$ cat src/rtl/code_ram_mp_pkg.sv
// Shared definitions for the multi-port code RAM: default widths, NOP word and load FSM states.
package code_ram_mp_pkg;

    localparam int PCWIDTH  = 4;
    localparam int INSWIDTH = 8;
    localparam logic [INSWIDTH-1:0] NOP = '0;

    typedef enum logic [1:0] {
        CR_EMPTY = 2'd0,
        CR_LOAD  = 2'd1,
        CR_RUN   = 2'd2
    } cr_state_e;

    function automatic int max2(input int a, input int b);
        return (a > b) ? a : b;
    endfunction

endpackage

$ cat src/rtl/code_ram_rdport.sv
// One fetch port: bounds check against the loaded code size and the registered response.
// With CODE_RAM_PARITY_EN defined, the stored parity bit is also checked.
module code_ram_rdport
    import code_ram_mp_pkg::*;
#(
    parameter int PCW  = PCWIDTH,
    parameter int INSW = INSWIDTH,
    parameter int CSW  = 4
) (
    input  logic            clk_i,
    input  logic            rst_n_i,
    input  logic            accept_i,
    input  logic [PCW-1:0]  pc_i,
    input  logic [CSW-1:0]  code_size_i,
    input  logic [INSW-1:0] word_i,
    output logic            valid_o,
    output logic [INSW-1:0] ins_o
`ifdef CODE_RAM_PARITY_EN
    ,
    input  logic            par_i,
    output logic            perr_o
`endif
);

    localparam int CMPW = max2(PCW, CSW);

    logic            in_range;
    logic            valid_q;
    logic [INSW-1:0] ins_q;

    assign in_range = CMPW'(pc_i) < CMPW'(code_size_i);

    // Without an accepted fetch the instruction register keeps its last value.
    always_ff @(posedge clk_i or negedge rst_n_i) begin
        if (!rst_n_i) begin
            valid_q <= 1'b0;
            ins_q   <= '0;
        end else begin
            valid_q <= accept_i;
            if (accept_i)
                ins_q <= in_range ? word_i : '0;
        end
    end

    assign valid_o = valid_q;
    assign ins_o   = ins_q;

`ifdef CODE_RAM_PARITY_EN
    logic perr_q;

    always_ff @(posedge clk_i or negedge rst_n_i) begin
        if (!rst_n_i)
            perr_q <= 1'b0;
        else if (accept_i)
            perr_q <= in_range & ((^word_i) ^ par_i);
    end

    assign perr_o = perr_q;
`endif

endmodule

$ cat src/rtl/code_ram_mp.sv
// Loadable multi-port instruction memory: load FSM, write pointer and storage; NPORT fetch ports.
// Define CODE_RAM_PARITY_EN to store an even-parity bit per word and report f_perr_o.
module code_ram_mp
    import code_ram_mp_pkg::*;
#(
    parameter int PCW   = PCWIDTH,
    parameter int INSW  = INSWIDTH,
    parameter int DEPTH = 8,
    parameter int NPORT = 2,
    parameter int CSW   = $clog2(DEPTH + 1)
) (
    input  logic                  clk_i,
    input  logic                  rst_n_i,
    input  logic                  load_start_i,
    input  logic                  load_valid_i,
    input  logic [INSW-1:0]       load_data_i,
    input  logic                  load_last_i,
    output logic                  loading_o,
    output logic                  load_ovf_o,
    output logic [CSW-1:0]        code_size_o,
    input  logic [NPORT-1:0]      f_req_i,
    input  logic [NPORT*PCW-1:0]  f_pc_i,
    output logic [NPORT-1:0]      f_ready_o,
    output logic [NPORT-1:0]      f_valid_o,
    output logic [NPORT*INSW-1:0] f_ins_o
`ifdef CODE_RAM_PARITY_EN
    ,
    output logic [NPORT-1:0]      f_perr_o
`endif
);

    localparam int AW   = (DEPTH > 1) ? $clog2(DEPTH) : 1;
    localparam int CMPW = max2(PCW, CSW);

    cr_state_e       state_q;
    logic [CSW-1:0]  wptr_q;
    logic [CSW-1:0]  code_size_q;
    logic [CSW-1:0]  code_size_d;
    logic            load_ovf_q;
    logic            loading_q;
    logic            wptr_full;
    logic            wr_en;

    logic [INSW-1:0] codes_q [DEPTH];

    assign wptr_full   = wptr_q >= CSW'(DEPTH);
    assign code_size_d = wptr_full ? CSW'(DEPTH) : wptr_q + CSW'(1);
    // A load_valid coinciding with load_start belongs to no program and is dropped.
    assign wr_en       = (state_q == CR_LOAD) && load_valid_i && !load_start_i && !wptr_full;

    always_ff @(posedge clk_i or negedge rst_n_i) begin
        if (!rst_n_i) begin
            state_q     <= CR_EMPTY;
            wptr_q      <= '0;
            code_size_q <= '0;
            load_ovf_q  <= 1'b0;
            loading_q   <= 1'b0;
        end else if (load_start_i) begin
            state_q     <= CR_LOAD;
            wptr_q      <= '0;
            code_size_q <= '0;
            load_ovf_q  <= 1'b0;
            loading_q   <= 1'b1;
        end else if (state_q == CR_LOAD && load_valid_i) begin
            // The pointer saturates at DEPTH so long loads cannot wrap back into range.
            if (wptr_full)
                load_ovf_q <= 1'b1;
            else
                wptr_q <= wptr_q + CSW'(1);
            if (load_last_i) begin
                state_q     <= CR_RUN;
                code_size_q <= code_size_d;
                loading_q   <= 1'b0;
            end
        end
    end

    always_ff @(posedge clk_i) begin
        if (wr_en)
            codes_q[wptr_q[AW-1:0]] <= load_data_i;
    end

`ifdef CODE_RAM_PARITY_EN
    logic par_q [DEPTH];

    always_ff @(posedge clk_i) begin
        if (wr_en)
            par_q[wptr_q[AW-1:0]] <= ^load_data_i;
    end
`endif

    assign loading_o   = loading_q;
    assign load_ovf_o  = load_ovf_q;
    assign code_size_o = code_size_q;
    assign f_ready_o   = {NPORT{state_q != CR_LOAD}};

    for (genvar g = 0; g < NPORT; g++) begin : g_port
        logic [PCW-1:0]  pc;
        logic            in_mem;
        logic [INSW-1:0] word;

        assign pc     = f_pc_i[g*PCW +: PCW];
        assign in_mem = CMPW'(pc) < CMPW'(DEPTH);
        assign word   = in_mem ? codes_q[pc[AW-1:0]] : NOP;

`ifdef CODE_RAM_PARITY_EN
        logic par;
        assign par = in_mem ? par_q[pc[AW-1:0]] : 1'b0;
`endif

        code_ram_rdport #(
            .PCW  (PCW),
            .INSW (INSW),
            .CSW  (CSW)
        ) u_rdport (
            .clk_i       (clk_i),
            .rst_n_i     (rst_n_i),
            .accept_i    (f_req_i[g] & f_ready_o[g]),
            .pc_i        (pc),
            .code_size_i (code_size_q),
            .word_i      (word),
            .valid_o     (f_valid_o[g]),
            .ins_o       (f_ins_o[g*INSW +: INSW])
`ifdef CODE_RAM_PARITY_EN
            ,
            .par_i       (par),
            .perr_o      (f_perr_o[g])
`endif
        );
    end

endmodule

$ cat config.mk
export PLATFORM = sky130hd
export DESIGN_NAME = code_ram_mp
export DESIGN_NICKNAME = d
export VERILOG_FILES = /design/src/rtl/code_ram_mp_pkg.sv /design/src/rtl/code_ram_rdport.sv /design/src/rtl/code_ram_mp.sv
export SDC_FILE = /design/constraint.sdc
export NUM_CORES = 1
export LEC_CHECK = 0
export ABC_AREA = 1
export BUFFER_PORTS_ARGS = -buffer_cell sky130_fd_sc_hd__buf_2
export CORE_AREA = 2 2 129 68
export CTS_CLUSTER_SIZE = 24
export DETAILED_ROUTE_END_ITERATION = 10
export DIE_AREA = 0 0 131 70
export GPL_ROUTABILITY_DRIVEN = 1
export PLACE_DENSITY_LB_ADDON = 0.15
export SETUP_SLACK_MARGIN = 0.2
export SLEW_MARGIN = 20
export SYNTH_ARGS = -nofsm -noshare
export SYNTH_HDL_FRONTEND = slang
export SYNTH_SLANG_ARGS = --single-unit
export TNS_END_PERCENT = 30
$ cat constraint.sdc
create_clock -name clk_i -period 3.87 [get_ports clk_i]
set_input_delay 1.161 -clock clk_i [delete_from_list [all_inputs] [get_ports clk_i]]
set_output_delay 1.161 -clock clk_i [all_outputs]
set_load 0.05 [all_outputs]
==> results_tabular.tex, run 1 <==
\begin{tabular}{lr}
\hline
Metric & Value \\
\hline
\multicolumn{2}{l}{\textbf{Floorplanning}} \\
\quad Core Rows & 24 \\
\quad Die outline width & 131 um \\
\quad Initial Utilization & 0.574 \\
\quad DIE AREA & 9170 um\^{}2 \\
\quad Die extent in y & 70 um \\
\quad Area of the core & 8260 um\^{}2 \\
\quad I/O pin count & 49 \\
\multicolumn{2}{l}{\textbf{Final layout}} \\
\quad Area delta synth->final & 11.7\% \\
\quad Ant. Diodes & 0 \\
\quad Layout net count & 608 \\
\quad Most common cell after layout, fill and taps aside & sky130\_fd\_sc\_hd\_\_nand2\_1 \\
\quad Core occupancy in the finished layout & 0.642 \\
\quad Share of cells above drive strength 1 & 0.149 \\
\quad Commonest cells after routing, fill and taps aside & sky130\_fd\_sc\_hd\_\_nand2\_1, sky130\_fd\_sc\_hd\_\_nand3\_1, sky130\_fd\_sc\_hd\_\_inv\_1, sky130\_fd\_sc\_hd\_\_edfxtp\_1, sky130\_fd\_sc\_hd\_\_buf\_2 \\
\multicolumn{2}{l}{\textbf{Timing}} \\
\quad Max\_slew headroom & 0.488 \\
\quad Final setup violating endpoints & 0 \\
\quad Share of the cycle needed by the critical path after routing & 0.616 \\
\quad Number of max-slew violations in the final report & 0 \\
\quad Final Skew & 0.00673 ns \\
\quad TNS Setup & 0 ns \\
\quad Setup repair after global routing missed its margin & false \\
\quad Clock period minus final worst setup slack & 2.38 ns \\
\quad Transition time at the pin with the least slew margin & 0.765 ns \\
\quad Max Fclk & 420 MHz \\
\quad Count of final hold-check violations & 0 \\
\multicolumn{2}{l}{\textbf{Route}} \\
\quad First DRT Iteration DRCs & 528 \\
\quad Routed Wire Length & 13600 um \\
\quad Number of vias per cell after detailed routing & 5.56 \\
\quad \# DRC & 0 \\
\quad Total iterations of the first detailed-routing run & 6 \\
\quad Antenna viol nets, final & 0 \\
\quad Routed length per placed instance & 19.4 um \\
\quad Number of vias in the routed layout & 3887 \\
\multicolumn{2}{l}{\textbf{Clocking}} \\
\quad Clock-pin slew on the worst setup and hold paths & 0.06 ns \\
\quad Clock latency on the worst-skew pair & 0.35 ns \\
\quad CTS HTree Levels & 3 \\
\quad CTS Hold Buffers Added & 0 \\
\quad Setup bufs post-CTS & 0 \\
\quad TritonCTS clock tree & built \\
\quad Cell at the root of the clock tree & sky130\_fd\_sc\_hd\_\_clkbuf\_16 \\
\quad Clock buffer depth & 2 \\
\quad Post-CTS resize count & 0 \\
\quad Number of clock sinks seen by CTS & 93 \\
\quad Clock buffer count from CTS & 9 \\
\multicolumn{2}{l}{\textbf{Synthesis}} \\
\quad Multiplexer area fraction after synthesis & 0 \\
\quad Net count after synthesis & 572 \\
\quad Compound-gate portion of the synthesized area & 0.0229 \\
\quad Netlist Area Pre-Place & 4740 um\^{}2 \\
\quad Synthesized netlist cell count & 541 \\
\quad Avg Synthesized Cell Area & 8.77 um\^{}2 \\
\quad Simple-gate share of the synthesized area & 0.293 \\
\quad Yosys synthesis warning count & 0 \\
\quad Xor/xnor cell area share of the yosys netlist & 0.00185 \\
\quad Sequential fraction of the synthesis area & 0.558 \\
\quad Main combinational cell family by area after synthesis & simple AND/OR/NAND/NOR gates \\
\quad Adder-cell area share of the yosys netlist & 0.0211 \\
\quad FF+latch count, synth & 93 \\
\quad Count of different cell masters after synthesis & 27 \\
\multicolumn{2}{l}{\textbf{Placement}} \\
\quad HPWL after detailed placement & 10000 um \\
\quad Total of buffers placed on input and output ports & 48 \\
\quad Final weighted congestion in routability-driven placement & 0.968 \\
\multicolumn{2}{l}{\textbf{Critical path}} \\
\quad Data required time of the worst path & 3.84 ns \\
\quad Type of element launching the critical path & primary input \\
\quad Critical path class & primary input to flop \\
\quad CP endpoint kind & flop \\
\quad Signal arrival time at the worst endpoint & 2.36 ns \\
\quad Top fanout value on the critical path & 8 \\
\multicolumn{2}{l}{\textbf{Global route}} \\
\quad Initial antenna violation count & 0 \\
\quad First-pass GRT wire length & 21100 um \\
\quad Maximum number of pins on one net before global-route repair & 34 \\
\quad Global router's overall resource usage & 0.321 \\
\quad Vias in the first global route & 3693 \\
\quad Overflow after GRT & 0 \\
\multicolumn{2}{l}{\textbf{Power and ir drop}} \\
\quad Max rail drop VDD & 0.327 mV \\
\quad Leakage dissipation & 2.56 nW \\
\quad Total power per unit cell area & 443 nW/um\^{}2 \\
\multicolumn{2}{l}{\textbf{Worst hold path}} \\
\quad Worst hold path type & flop to flop \\
\multicolumn{2}{l}{\textbf{Run status}} \\
\quad Result of the run & finished clean \\
\multicolumn{2}{l}{\textbf{Job}} \\
\quad Max-capacitance violation count & 0 \\
\hline
\end{tabular}
worst max-delay path, stage by stage:
cell and delay, ns:
sky130_fd_sc_hd__buf_2 0.08, sky130_fd_sc_hd__inv_1 0.05, sky130_fd_sc_hd__nor2_4 0.12, sky130_fd_sc_hd__nand2_2 0.08, sky130_fd_sc_hd__nor2_4 0.14, sky130_fd_sc_hd__nand2_2 0.11, sky130_fd_sc_hd__nor2_1 0.60
path summary, 6_finish.rpt:
| check | from | endpoint | slack (ns) | cells after the start |
|---|---|---|---|---|
| worst max-delay path | load_valid_i | codes_q[0][6] | 1.49 | 7 |
| worst min-delay path | g_port[1].u_rdport.ins_o[4] | g_port[1].u_rdport.ins_o[4] | 0.48 | 2 |
| worst max register to register | state_q[1] | codes_q[0][6] | 1.88 | 7 |
| worst min register to register | g_port[1].u_rdport.ins_o[4] | g_port[1].u_rdport.ins_o[4] | 0.48 | 2 |
| max in group asynchronous | rst_n_i | wptr_q[1] | 2.59 | 1 |
| min in group asynchronous | rst_n_i | g_port[0].u_rdport.valid_o | 0.84 | 1 |
cells in the mapped netlist:
| master | instances | share of area |
|---|---|---|
| sky130_fd_sc_hd__xnor2_1 | 1 | 0.0018 |
| sky130_fd_sc_hd__o21ai_0 | 2 | 0.0021 |
| sky130_fd_sc_hd__buf_2 | 15 | 0.016 |
| sky130_fd_sc_hd__dfrtp_1 | 29 | 0.15 |
| sky130_fd_sc_hd__nand2_2 | 6 | 0.0079 |
| sky130_fd_sc_hd__inv_2 | 2 | 0.0016 |
| sky130_fd_sc_hd__clkbuf_1 | 2 | 0.0016 |
| sky130_fd_sc_hd__o22ai_1 | 5 | 0.0066 |
| sky130_fd_sc_hd__nand3_1 | 98 | 0.10 |
| sky130_fd_sc_hd__a21oi_4 | 2 | 0.0069 |
| sky130_fd_sc_hd__inv_1 | 84 | 0.066 |
| sky130_fd_sc_hd__buf_4 | 6 | 0.0095 |
| sky130_fd_sc_hd__nand2_4 | 1 | 0.0024 |
| sky130_fd_sc_hd__nor2_2 | 2 | 0.0026 |
| sky130_fd_sc_hd__a21oi_1 | 3 | 0.0032 |
| sky130_fd_sc_hd__a21o_1 | 2 | 0.0032 |
| sky130_fd_sc_hd__o21ai_1 | 1 | 0.0011 |
| sky130_fd_sc_hd__nor3_2 | 3 | 0.0063 |
| sky130_fd_sc_hd__edfxtp_1 | 64 | 0.41 |
| sky130_fd_sc_hd__nand4_1 | 16 | 0.021 |
| sky130_fd_sc_hd__clkinv_2 | 1 | 0.0011 |
| sky130_fd_sc_hd__nor2_1 | 5 | 0.0040 |
| sky130_fd_sc_hd__ha_1 | 8 | 0.021 |
| sky130_fd_sc_hd__nand2_1 | 177 | 0.14 |
| sky130_fd_sc_hd__nor2_4 | 2 | 0.0047 |
| sky130_fd_sc_hd__buf_6 | 2 | 0.0047 |
| sky130_fd_sc_hd__inv_4 | 2 | 0.0026 |
where the power goes:
part	internal [mW]	switching (mW)	total [mW]
clock network	0.486	0.395	0.880
registers	1.10	0.0189	1.12
logic	0.0796	0.266	0.346
final cells by class:
| cell class | instances | area [um^2] |
|---|---|---|
| inverters | 89 | 340 |
| clock buffers | 10 | 250 |
| repair buffers | 50 | 255 |
| well taps | 117 | 146 |
| multi-input cells | 334 | 1610 |
| flip-flops and latches | 93 | 2650 |
| clock inverters | 6 | 52.6 |
| fillers | 709 | 2960 |
routing by layer:
metal / up-vias / GRT usage / routed length, um
met5: - / 0 / 0
met4: 0 / 0.0579 / 155
met3: 17 / 0.139 / 1930
met2: 211 / 0.390 / 5170
met1: 1843 / 0.524 / 6310
li1: 1816 / - / -
sequential cells by signal, summed over array words and instances (netlist names):
name	flops
code_size_o	4
codes_q	64
g_port.u_rdport.ins_o	16
g_port.u_rdport.valid_o	2
load_ovf_o	1
state_q	2
wptr_q	4
metrics by stage:
| stage | hold slack, ns | std cells | setup WS, ns | cell area [um^2] | power, mW |
|---|---|---|---|---|---|
| 6_report | 0.475 | 699 | 1.49 | 5300 | 2.34 |
| 5_1_grt | 0.502 | 699 | 1.33 | 5300 | 2.42 |
| 4_1_cts | 0.482 | 699 | 1.47 | 5300 | 2.35 |
| 3_5_place_dp | 0.465 | 683 | 1.12 | 4990 | 1.48 |
| 3_3_place_gp | 0.462 | 683 | 1.17 | 4990 | 1.48 |
| 2_1_floorplan | 0.493 | 541 | 1.52 | 4740 | 1.38 |
cell families (layout without fill, tap and decap cells):
group,count (synthesis),count (layout)
fa+ha+maj,8,8
simple gates,310,310
buf+inv,114,155
xor+xnor,1,1
flops,93,93
compound gates,15,15
Power figures use the tool's default switching activity.
==> run 2: changes to the inputs <==
Settings changed: CORE_AREA 2 2 129 68 to 2 2 130 69, DIE_AREA 0 0 131 70 to 0 0 132 71.
Clock period 3.87 ns to 2.43 ns, I/O delays scaled along.
==> run 2 against run 1 <==
Against the previous run: clock-buffer cell count down 1; sequential share of layout area shrank 0.85 points; non-clock buffer count grew 11; combinational power rose by 63%.
==> results_tabular.tex, run 2 (synthesis results as in run 1) <==
\begin{tabular}{lr}
\hline
Metric & Value \\
\hline
\multicolumn{2}{l}{\textbf{Critical path}} \\
\quad Source of the critical timing path & state\_q[0] \\
\quad Type of element launching the critical path & flop \\
\quad Data required time of the worst path & 1.70 ns \\
\quad FF-to-FF Start & state\_q[0] \\
\quad Signal arrival time at the worst endpoint & 1.22 ns \\
\quad Cells along the critical path & nand2\_4 -> buf\_2 \\
\quad CP endpoint kind & output port \\
\quad Number of buffers and inverters on the critical path & 1 \\
\quad Highest cell delay on the worst timing path & 0.44 ns \\
\quad Kind of cell adding the most delay to the critical path & flip-flops \\
\quad Top fanout value on the critical path & 5 \\
\quad Worst-case reg-to-reg path depth & 7 \\
\quad Reg2reg setup slack & 0.76 ns \\
\quad Worst reg2reg endpoint & codes\_q[1][4] \\
\quad CP max-delay cell & sky130\_fd\_sc\_hd\_\_dfrtp\_1 \\
\quad Critical path class & flop to output port \\
\multicolumn{2}{l}{\textbf{Timing}} \\
\quad Transition time at the pin with the least slew margin & 0.681 ns \\
\quad Clock period minus final worst setup slack & 1.95 ns \\
\quad Max Fclk & 513 MHz \\
\quad Number of max-slew violations in the final report & 0 \\
\quad Max\_slew headroom & 0.546 \\
\quad Setup repair after global routing missed its margin & false \\
\quad TNS Setup & 0 ns \\
\quad Final setup violating endpoints & 0 \\
\quad Share of the cycle needed by the critical path after routing & 0.803 \\
\quad Count of final hold-check violations & 0 \\
\quad Final Skew & 0.00790 ns \\
\multicolumn{2}{l}{\textbf{Route}} \\
\quad \# DRC & 0 \\
\quad Routed length per placed instance & 19.5 um \\
\quad First DRT Iteration DRCs & 645 \\
\quad Number of vias per cell after detailed routing & 5.62 \\
\quad Antenna viol nets, final & 0 \\
\quad Total iterations of the first detailed-routing run & 5 \\
\quad Number of vias in the routed layout & 3987 \\
\quad Routed Wire Length & 13800 um \\
\multicolumn{2}{l}{\textbf{Floorplanning}} \\
\quad I/O pin count & 49 \\
\quad Core Rows & 24 \\
\quad Die extent in y & 71 um \\
\quad Area of the core & 8320 um\^{}2 \\
\quad Die outline width & 132 um \\
\quad DIE AREA & 9370 um\^{}2 \\
\quad Initial Utilization & 0.570 \\
\multicolumn{2}{l}{\textbf{Final layout}} \\
\quad Ant. Diodes & 0 \\
\quad Commonest cells after routing, fill and taps aside & sky130\_fd\_sc\_hd\_\_nand2\_1, sky130\_fd\_sc\_hd\_\_nand3\_1, sky130\_fd\_sc\_hd\_\_inv\_1, sky130\_fd\_sc\_hd\_\_edfxtp\_1, sky130\_fd\_sc\_hd\_\_buf\_2 \\
\quad Flip-flop and latch area & 2650 um\^{}2 \\
\quad Fin cells & 710 \\
\quad Filler cells & 708 \\
\quad Layout net count & 619 \\
\quad Share of cells above drive strength 1 & 0.165 \\
\quad Flip-flop count of the largest register after layout & 64 \\
\quad Area delta synth->final & 13.6\% \\
\quad Area taken by multi-input logic gates & 1610 um\^{}2 \\
\quad Most common cell after layout, fill and taps aside & sky130\_fd\_sc\_hd\_\_nand2\_1 \\
\multicolumn{2}{l}{\textbf{Power and ir drop}} \\
\quad Internal Dissipation & 2.71 mW \\
\quad Sequential share of power & 0.465 \\
\quad Final Power & 3.83 mW \\
\quad Relative contribution of the clock network to total power & 0.387 \\
\quad Leakage dissipation & 2.62 nW \\
\quad Comb power frac & 0.147 \\
\quad Fraction of power spent switching nets & 0.293 \\
\quad Max rail drop VDD & 0.448 mV \\
\quad P\_sw & 1.12 mW \\
\quad Total power per unit cell area & 710 nW/um\^{}2 \\
\multicolumn{2}{l}{\textbf{Global route}} \\
\quad Global router's overall resource usage & 0.309 \\
\quad Vias in the first global route & 3582 \\
\quad Overflow after GRT & 0 \\
\quad Initial antenna violation count & 0 \\
\quad First-pass GRT wire length & 20900 um \\
\quad Maximum number of pins on one net before global-route repair & 34 \\
\multicolumn{2}{l}{\textbf{Job}} \\
\quad Max-capacitance violation count & 0 \\
\multicolumn{2}{l}{\textbf{Run status}} \\
\quad Result of the run & finished clean \\
\multicolumn{2}{l}{\textbf{Clocking}} \\
\quad Post-CTS resize count & 0 \\
\quad TritonCTS clock tree & built \\
\quad CTS Hold Buffers Added & 0 \\
\quad CTS HTree Levels & 3 \\
\quad Clock buffer depth & 2 \\
\quad Setup bufs post-CTS & 0 \\
\quad Clock-pin slew on the worst setup and hold paths & 0.07 ns \\
\quad Clock buffer count from CTS & 9 \\
\quad Clock latency on the worst-skew pair & 0.35 ns \\
\quad Cell at the root of the clock tree & sky130\_fd\_sc\_hd\_\_clkbuf\_16 \\
\quad Number of clock sinks seen by CTS & 93 \\
\multicolumn{2}{l}{\textbf{Placement}} \\
\quad Total of buffers placed on input and output ports & 48 \\
\quad Final weighted congestion in routability-driven placement & 0.994 \\
\quad HPWL after detailed placement & 9940 um \\
\quad Number of cells after detailed placement & 694 \\
\multicolumn{2}{l}{\textbf{Worst hold path}} \\
\quad Worst hold path type & primary input to asynchronous set/reset pin \\
\hline
\end{tabular}
==> run 2: cell count changes in the layout (fill, tap and decap cells not counted), sizes merged <==
cell    change
buf        +11
clkinv      -2
inv         +2
bufinv      +1
clkbuf      -1
==> run 2: layer usage <==
layer  share of wire  routed length (um)  global-route usage
met1            0.47                6530               0.481
met2            0.39                5390               0.394
met3            0.13                1740               0.118
met4           0.014                 191              0.0845
met5               0                   0                   0
==> run 2: worst max path at each step <==
stage	slack, ns	to	cells past startpoint
floorplan	0.33	codes_q[1][0]	6
global route	0.44	f_ready_o[1]	2
detailed placement	0.34	g_port[0].u_rdport.ins_o[1]	8
finish	0.48	f_ready_o[1]	2
CTS	0.47	f_ready_o[1]	2
global placement	0.35	g_port[0].u_rdport.ins_o[4]	8
==> run 2: power by group through the flow <==
stage	Combinational [mW]	Clock [mW]	Sequential, mW
5_1_grt	0.602	1.56	1.79
6_report	0.564	1.48	1.78
4_1_cts	0.557	1.50	1.78
3_3_place_gp	0.549	0	1.81
2_1_floorplan	0.269	0	1.93
3_5_place_dp	0.555	0	1.81
==> run 2: final cells by class <==
type | count | area share
flip-flops and latches | 93 | 0.491
repair buffers | 61 | 0.0627
clock inverters | 7 | 0.0160
well taps | 117 | 0.0272
inverters | 89 | 0.0632
clock buffers | 9 | 0.0418
multi-input cells | 334 | 0.298
==> run 2: worst reg2reg max path: stages, from the launching register on <==
cell and delay, ns:
sky130_fd_sc_hd__dfrtp_1 0.44, sky130_fd_sc_hd__nand2_4 0.12, sky130_fd_sc_hd__nor2_4 0.14, sky130_fd_sc_hd__nand2_2 0.09, sky130_fd_sc_hd__nor2_4 0.13, sky130_fd_sc_hd__nand2_1 0.12, sky130_fd_sc_hd__nor2_1 0.12, sky130_fd_sc_hd__buf_4 0.23
==> run 2: per-stage QoR <==
step / setup WS (ns) / hold WS [ns] / util / instance area (um^2)
detailed placement: 0.335 / 0.462 / 0.610 / 5080
finish: 0.479 / 0.414 / 0.648 / 5390
floorplan: 0.334 / 0.433 / - / 4740
CTS: 0.473 / 0.433 / 0.648 / 5390
global placement: 0.346 / 0.462 / 0.610 / 5080
global route: 0.443 / 0.470 / 0.648 / 5390
